$ cat src/rtl/kd_node_config_streamer.sv
// Streams KD-tree internal-node records as packed write words, padding the load out to a
// full 2**ADDR_BITS words so the tree's free-running write address wraps back to 0.
module kd_node_config_streamer #(
    parameter int unsigned NUM_NODES    = 63,
    parameter int unsigned ADDR_BITS    = 6,
    parameter int unsigned IDX_WIDTH    = 3,
    parameter int unsigned MEDIAN_WIDTH = 11,
    parameter int unsigned NUM_DIMS     = 5,
    parameter int unsigned WORD_WIDTH   = 22
) (
    input  logic                    clk,
    input  logic                    rst_n,
    input  logic                    start,
    input  logic                    in_valid,
    output logic                    in_ready,
    input  logic [IDX_WIDTH-1:0]    in_idx,
    input  logic [MEDIAN_WIDTH-1:0] in_median,
    output logic                    fsm_enable,
    output logic                    sender_enable,
    output logic [WORD_WIDTH-1:0]   sender_data,
    output logic                    busy,
    output logic                    done,
    output logic                    idx_err,
    output logic [ADDR_BITS:0]      words_sent
);

    localparam int unsigned TOTAL = 1 << ADDR_BITS;
    localparam int unsigned CW    = ADDR_BITS + 1;
    localparam int unsigned GAP   = WORD_WIDTH - IDX_WIDTH - MEDIAN_WIDTH;

    localparam logic [CW-1:0] NODES_C = CW'(NUM_NODES);
    localparam logic [CW-1:0] LAST_C  = CW'(TOTAL - 1);
    localparam logic [WORD_WIDTH-1:0] PAD_WORD = WORD_WIDTH'({IDX_WIDTH{1'b1}});

    localparam logic [1:0] IDLE = 2'd0;
    localparam logic [1:0] LOAD = 2'd1;
    localparam logic [1:0] PAD  = 2'd2;
    localparam logic [1:0] DONE = 2'd3;

    logic [1:0]            state_q, state_d;
    // Index of the next word to issue: records first, then pad words.
    logic [CW-1:0]         cnt_q, cnt_d;
    logic [CW-1:0]         words_q, words_d;
    logic                  se_q, se_d;
    logic [WORD_WIDTH-1:0] data_q, data_d;
    logic                  done_q, done_d;
    logic                  err_q, err_d;
    logic                  accept;
    logic                  idx_bad;

    assign in_ready = (state_q == LOAD) && (cnt_q < NODES_C);
    assign accept   = in_valid && in_ready;
    assign idx_bad  = ({{(32 - IDX_WIDTH){1'b0}}, in_idx} >= NUM_DIMS);

    always_comb begin
        state_d = state_q;
        cnt_d   = cnt_q;
        words_d = words_q + CW'(se_q);
        se_d    = 1'b0;
        data_d  = '0;
        done_d  = done_q;
        err_d   = err_q;
        unique case (state_q)
            IDLE: begin
                if (start) begin
                    state_d = LOAD;
                    cnt_d   = '0;
                    words_d = '0;
                    done_d  = 1'b0;
                    err_d   = 1'b0;
                end
            end
            LOAD: begin
                if (accept) begin
                    se_d   = 1'b1;
                    data_d = {in_median, {GAP{1'b0}}, in_idx};
                    cnt_d  = cnt_q + CW'(1);
                    if (idx_bad) err_d = 1'b1;
                    if (cnt_d == NODES_C) state_d = (NUM_NODES < TOTAL) ? PAD : DONE;
                end
            end
            PAD: begin
                se_d   = 1'b1;
                data_d = PAD_WORD;
                cnt_d  = cnt_q + CW'(1);
                if (cnt_q == LAST_C) state_d = DONE;
            end
            DONE: begin
                if (start) begin
                    state_d = LOAD;
                    cnt_d   = '0;
                    words_d = '0;
                    done_d  = 1'b0;
                    err_d   = 1'b0;
                end else if (se_q) begin
                    // The final word is on the bus this cycle; done follows it.
                    done_d = 1'b1;
                end
            end
            default: state_d = IDLE;
        endcase
    end

    always_ff @(posedge clk) begin
        if (!rst_n) begin
            state_q <= IDLE;
            cnt_q   <= '0;
            words_q <= '0;
            se_q    <= 1'b0;
            data_q  <= '0;
            done_q  <= 1'b0;
            err_q   <= 1'b0;
        end else begin
            state_q <= state_d;
            cnt_q   <= cnt_d;
            words_q <= words_d;
            se_q    <= se_d;
            data_q  <= data_d;
            done_q  <= done_d;
            err_q   <= err_d;
        end
    end

    assign fsm_enable    = (state_q == LOAD) || (state_q == PAD) || se_q;
    assign busy          = (state_q == LOAD) || (state_q == PAD) || se_q;
    assign sender_enable = se_q;
    assign sender_data   = data_q;
    assign done          = done_q;
    assign idx_err       = err_q;
    assign words_sent    = words_q;

endmodule

$ cat config.mk
export PLATFORM = sky130hd
export DESIGN_NAME = kd_node_config_streamer
export DESIGN_NICKNAME = d
export VERILOG_FILES = /design/src/rtl/kd_node_config_streamer.sv
export SDC_FILE = /design/constraint.sdc
export NUM_CORES = 1
export LEC_CHECK = 0
export CORE_MARGIN = 2
export CORE_UTILIZATION = 35
export CTS_CLUSTER_DIAMETER = 150
export DETAILED_ROUTE_END_ITERATION = 10
export PLACE_DENSITY_LB_ADDON = 0.15
export SLEW_MARGIN = 20
export SYNTH_ARGS = -nofsm -noshare
export SYNTH_HDL_FRONTEND = slang
export SYNTH_SLANG_ARGS = --single-unit
$ cat constraint.sdc
create_clock -name clk -period 1.95 [get_ports clk]
set_input_delay 0.585 -clock clk [delete_from_list [all_inputs] [get_ports clk]]
set_output_delay 0.585 -clock clk [all_outputs]
set_load 0.005 [all_outputs]
Word-level counts from Yosys, hierarchy flattened

Cells that the tools add are included.

Register bits: 41
Bits of input ports: 18
Output and inout bits: 35
Logic and storage cells: 56

Add/subtract/negate cells: 2
$lt $le $gt $ge: 2
Equality and inequality tests: 12
Mux-type cells: 21
Reductions and logical operators: 12

Operator list:

| kind                                                                  | count |
|---|---|
| 22-bit one-hot mux with 2 select lines                                | 1 |
| 7-bit 2-to-1 mux                                                      | 4 |
| 22-bit 2-to-1 mux                                                     | 1 |
| 7-bit one-hot mux with 3 select lines                                 | 1 |
| 7-bit by 6-bit == test with 1-bit output (second input constant)      | 2 |
| 2-bit 2-to-1 mux                                                      | 4 |
| 2-bit != test (second input constant)                                 | 4 |
| 4-bit AND reduction                                                   | 2 |
| 7-bit by 1-bit adder with 7-bit output                                | 1 |
| 7-bit by 1-bit adder with 7-bit output (second input constant)        | 1 |
| 7-bit by 6-bit < comparator with 1-bit output (second input constant) | 1 |
| 1-bit 2-to-1 mux                                                      | 6 |
| 1-bit one-hot mux with 2 select lines                                 | 3 |
| 2-bit one-hot mux with 3 select lines                                 | 1 |
| 2-bit == test (second input constant)                                 | 2 |
| 2-bit by 1-bit != test with 1-bit output (second input constant)      | 2 |
| 2-bit nonzero test                                                    | 2 |
| 3-bit greater-or-equal comparator (second input constant)             | 1 |
| 3-bit != test (second input constant)                                 | 1 |
| 3-bit AND reduction                                                   | 1 |
| 2-bit by 1-bit == test with 1-bit output (second input constant)      | 1 |
| 1-bit logical AND                                                     | 2 |
| 2-bit zero test                                                       | 1 |
| 1-bit logical OR                                                      | 2 |
| 2 further kinds                                                       | 2 |

Longest topological paths before layout

Word-level depth: 5
Depth in mapped cells: 8
Mapped depth without buffers: 7

Worst setup path after synthesis

OpenSTA, ideal clock, no wires.

Path kind: register to output
Start: reg state_q[0]
End: out fsm_enable
Arrival: 1228 ps
Required time: 1365 ps
Slack: 137 ps
Stages on the path, launching flop included: 5
Path through: dfxtp_1 > inv_1 > ha_1 > or2_2 > buf_4

Cells in the longest elaborated chain, start to end: 3
Elaborated cells between the ends (all ways): 4
Those cells by class: 2 x eq/ne; 2 x reduce/logical

RTL lines:

| item                                                                             | line | source |
|---|---|---|
| start, declared                                                                  | 40   | `logic [1:0] state_q, state_d;` |
| start signal, assigned                                                           | 114  | `state_q <= state_d;` |
| 2-bit by 1-bit == test with 1-bit output / 2-bit == test (equally long branches) | -    |  |
| 1-bit logical OR * (2 in series)                                                 | -    |  |
| end, declared                                                                    | 18   | `output logic fsm_enable,` |

Mark *: on every way between the ends. The rest lies on a longest branch, timed or not.

Worst setup path in the final report

Start: reg state_q[0]
End: out busy

Cells in the longest elaborated chain, start to end: 3
Elaborated cells between the ends (all ways): 4
Those cells by class: 2 x eq/ne; 2 x reduce/logical

RTL lines:

| item                                                                             | line | source |
|---|---|---|
| 2-bit by 1-bit == test with 1-bit output / 2-bit == test (equally long branches) | 125  | `assign busy = (state_q == LOAD) \|\| (state_q == PAD) \|\| se_q;` |
| 1-bit logical OR * (2 in series)                                                 | 125  |  |
| end, declared                                                                    | 21   | `output logic busy,` |

Marks and branches as above.

==> results_dict.tcl <==
set metrics [dict create \
    status "complete, no violations" \
    hold_violations 0 \
    final_cell_mix "clkdlybuf4s50_1, dfxtp_1, nor2_1, buf_4, and2_1" \
    syn_inst 158 \
    final_common_cell "clkdlybuf4s50_1" \
    critPathKind "reg -> out" \
    wire_per_inst_um 12.7 \
    yosysTopAreaCellShare 0.445 \
    stdcell_area_um2 2200 \
    grt_max_degree 12 \
    cap_violations 0 \
    r2r_slack_ns 0.09 \
    syn_to_final_growth_pct 48.1 \
    n_antenna_cell 0 \
    required_ns 1.36 \
    power_density_nw_per_um2 1040 \
    final_cells 274 \
    dieArea_um2 4780 \
    drt-vias-per-instance 4.70 \
    cts.clk_slew.worst_paths_ns 0.07 \
    core-area_um2 4030 \
    dpl-instance-area_um2 2080 \
    period_share 0.963 \
    hold_buffers 0 \
    power_leakage_nw 0.918 \
    yosysUniqueCellTypes 41 \
    drt_pass1_iterations 4 \
    drt_wl_total_um 3470 \
    yosysSeqAreaShare 0.445 \
    ys_ff_latch 33 \
    die_w_um 69.1 \
    worstSetupStartpointType "register" \
    cts.path.max_buffers 2 \
    postCtsSetupBuffers 0 \
    clockRootBuffer "clkbuf_8" \
    cp_max_fo 3 \
    antenna_found_initial 0 \
    grt_pass1_wl_um 5780 \
    gp_congestion 0.728 \
    first_iter_violations 29 \
    start_util 0.368 \
    ys_warn_count 0 \
    synth_largest_area_cell "dfxtp_1" \
    port_buffers 44 \
    dp.cells 266 \
    final_nets 249 \
    cts.sinks 33 \
    num_rows 23 \
    vias 1288 \
    drive_above_1_share 0.196 \
    ant_nets 0 \
    layout_min_cycle_time_ns 1.88 \
    nFillCells 405 \
    final_util 0.546 \
    cp-end-kind "output port" \
    finClkSkew_ns 0.00460 \
    hpwl_um 2690 \
    clk_latency_ns 0.28 \
    synth_area_leaders "dfxtp_1, ha_1, and2_1" \
    grt_pass1_vias 1258 \
    grt_usage 0.150 \
    worst_ep_arrival_time_ns 1.29 \
    die_height_um 69.1 \
    io-pin-count 53 \
    drc 0 \
    grt.overflow.total 0 \
    slew_violations 0 \
    cts_buffers 5 \
    max_freq_mhz 533 \
    cts_tree "done" \
    cts.htree.levels 2 \
    setup_viol 0 \
    vdd_drop_max_mv 0.481 \
    synth_area_um2 1480 \
    rsz0062_at_grt "no" \
    hold_class "reg -> reg" \
    syn_avg_cell_area_um2 9.39 \
]
[per-stage QoR]
| stage | hold WS, ns | power [mW] | setup slack [ns] | TNS, ns |
|---|---|---|---|---|
| after detailed placement | 0.503 | 1.75 | -0.281 | -2.47 |
| after global routing | 0.548 | 2.43 | 0.00319 | 0 |
| after floorplan | 0.471 | 1.27 | 0.137 | 0 |
| after CTS | 0.522 | 2.22 | 0.00560 | 0 |
| after global placement | 0.498 | 1.73 | -0.191 | -1.56 |
| final | 0.523 | 2.28 | 0.0727 | 0 |
[routing by layer]
metal  global-route usage  vias to the layer above  part of all wire
li1                     -                      643                 -
met1                0.173                      609              0.42
met5                    0                        -                 0
met4               0.0501                        0            0.0060
met3               0.0453                        4             0.054
met2                0.262                       32              0.52
[state kept, by name, summed over array words and instances (netlist names)]
name and count:
words_sent 7, sender_data 14, state_q 2, sender_enable 1
idx_err 1, cnt_q 7, done 1
[final cells by class]
type | count | area [um^2] | share of cell area
Multi-Input combinational cell | 111 | 772 | 0.351
Tap cell | 50 | 62.6 | 0.0285
Inverter | 10 | 37.5 | 0.0171
Clock buffer | 5 | 68.8 | 0.0313
Clock inverter | 3 | 17.5 | 0.00797
Sequential cell | 33 | 663 | 0.302
Timing Repair Buffer | 62 | 577 | 0.262
[repair_timing]
item	CTS	global route
endpoints found under the setup margin	4	12
pin swaps	1	1
resized for setup	17	7
[report_power, final]
part	switching (mW)	total, mW	leakage, nW	internal, mW
logic	0.473	1.01	0.607	0.541
registers	0.0327	0.772	0.267	0.740
clock network	0.247	0.493	0.0439	0.246
total	0.753	2.28	0.918	1.53
[worst paths after layout]
check | depth (start not counted) | start | endpoint
hold / removal | 2 | words_sent[6]$_SDFF_PN0_ | words_sent[6]$_SDFF_PN0_
setup reg to reg | 9 | state_q[0]$_SDFFE_PN0P_ | state_q[0]$_SDFFE_PN0P_
setup / recovery | 4 | state_q[0]$_SDFFE_PN0P_ | busy
hold reg to reg | 2 | words_sent[6]$_SDFF_PN0_ | words_sent[6]$_SDFF_PN0_
[worst max-delay path, cell delays in order (launching register included)]
cell and delay [ns]:
dfxtp_2 0.33, inv_1 0.11, ha_4 0.21, or2_4 0.24, buf_2 0.12
[kinds of logic after synthesis]
group,count (synthesis),synth area share
multiplexers,2,0.0135
flip-flops,33,0.445
AND/OR/NAND/NOR,62,0.233
other,1,0.00253
AO/OA/AOI/OAI,24,0.116
buffers and inverters,21,0.0809
adder cells (fa/ha/maj),8,0.0675
XOR/XNOR,7,0.0413
[Yosys cell counts]
master    count
o21ai_1       1
nand3_2       1
nand2_1       7
o211a_1       3
o221a_2       1
nand2b_1      2
nor4bb_1      1
nor3b_1       1
xnor2_1       5
o21a_1        1
nor2_1       18
a31o_1        1
nand4b_1      1
and2_1       14
buf_6         1
clkbuf_1      1
nor2b_1       1
xor2_1        2
o21ai_0       5
a21o_1        1
mux2i_1       2
and3b_1       1
and3_1        2
or3_4         1
nor3_1        1
and2_2        1
o22ai_1       1
conb_1        1
and4b_1       1
or2_2         1
dfxtp_1      33
ha_1          8
inv_1        10
a41oi_1       1
o211ai_1      4
nand3_1       5
a21oi_1       2
a21boi_0      2
o31ai_1       1
and3_2        3
buf_4         9
No activity file was read; power rests on OpenSTA's default activity.
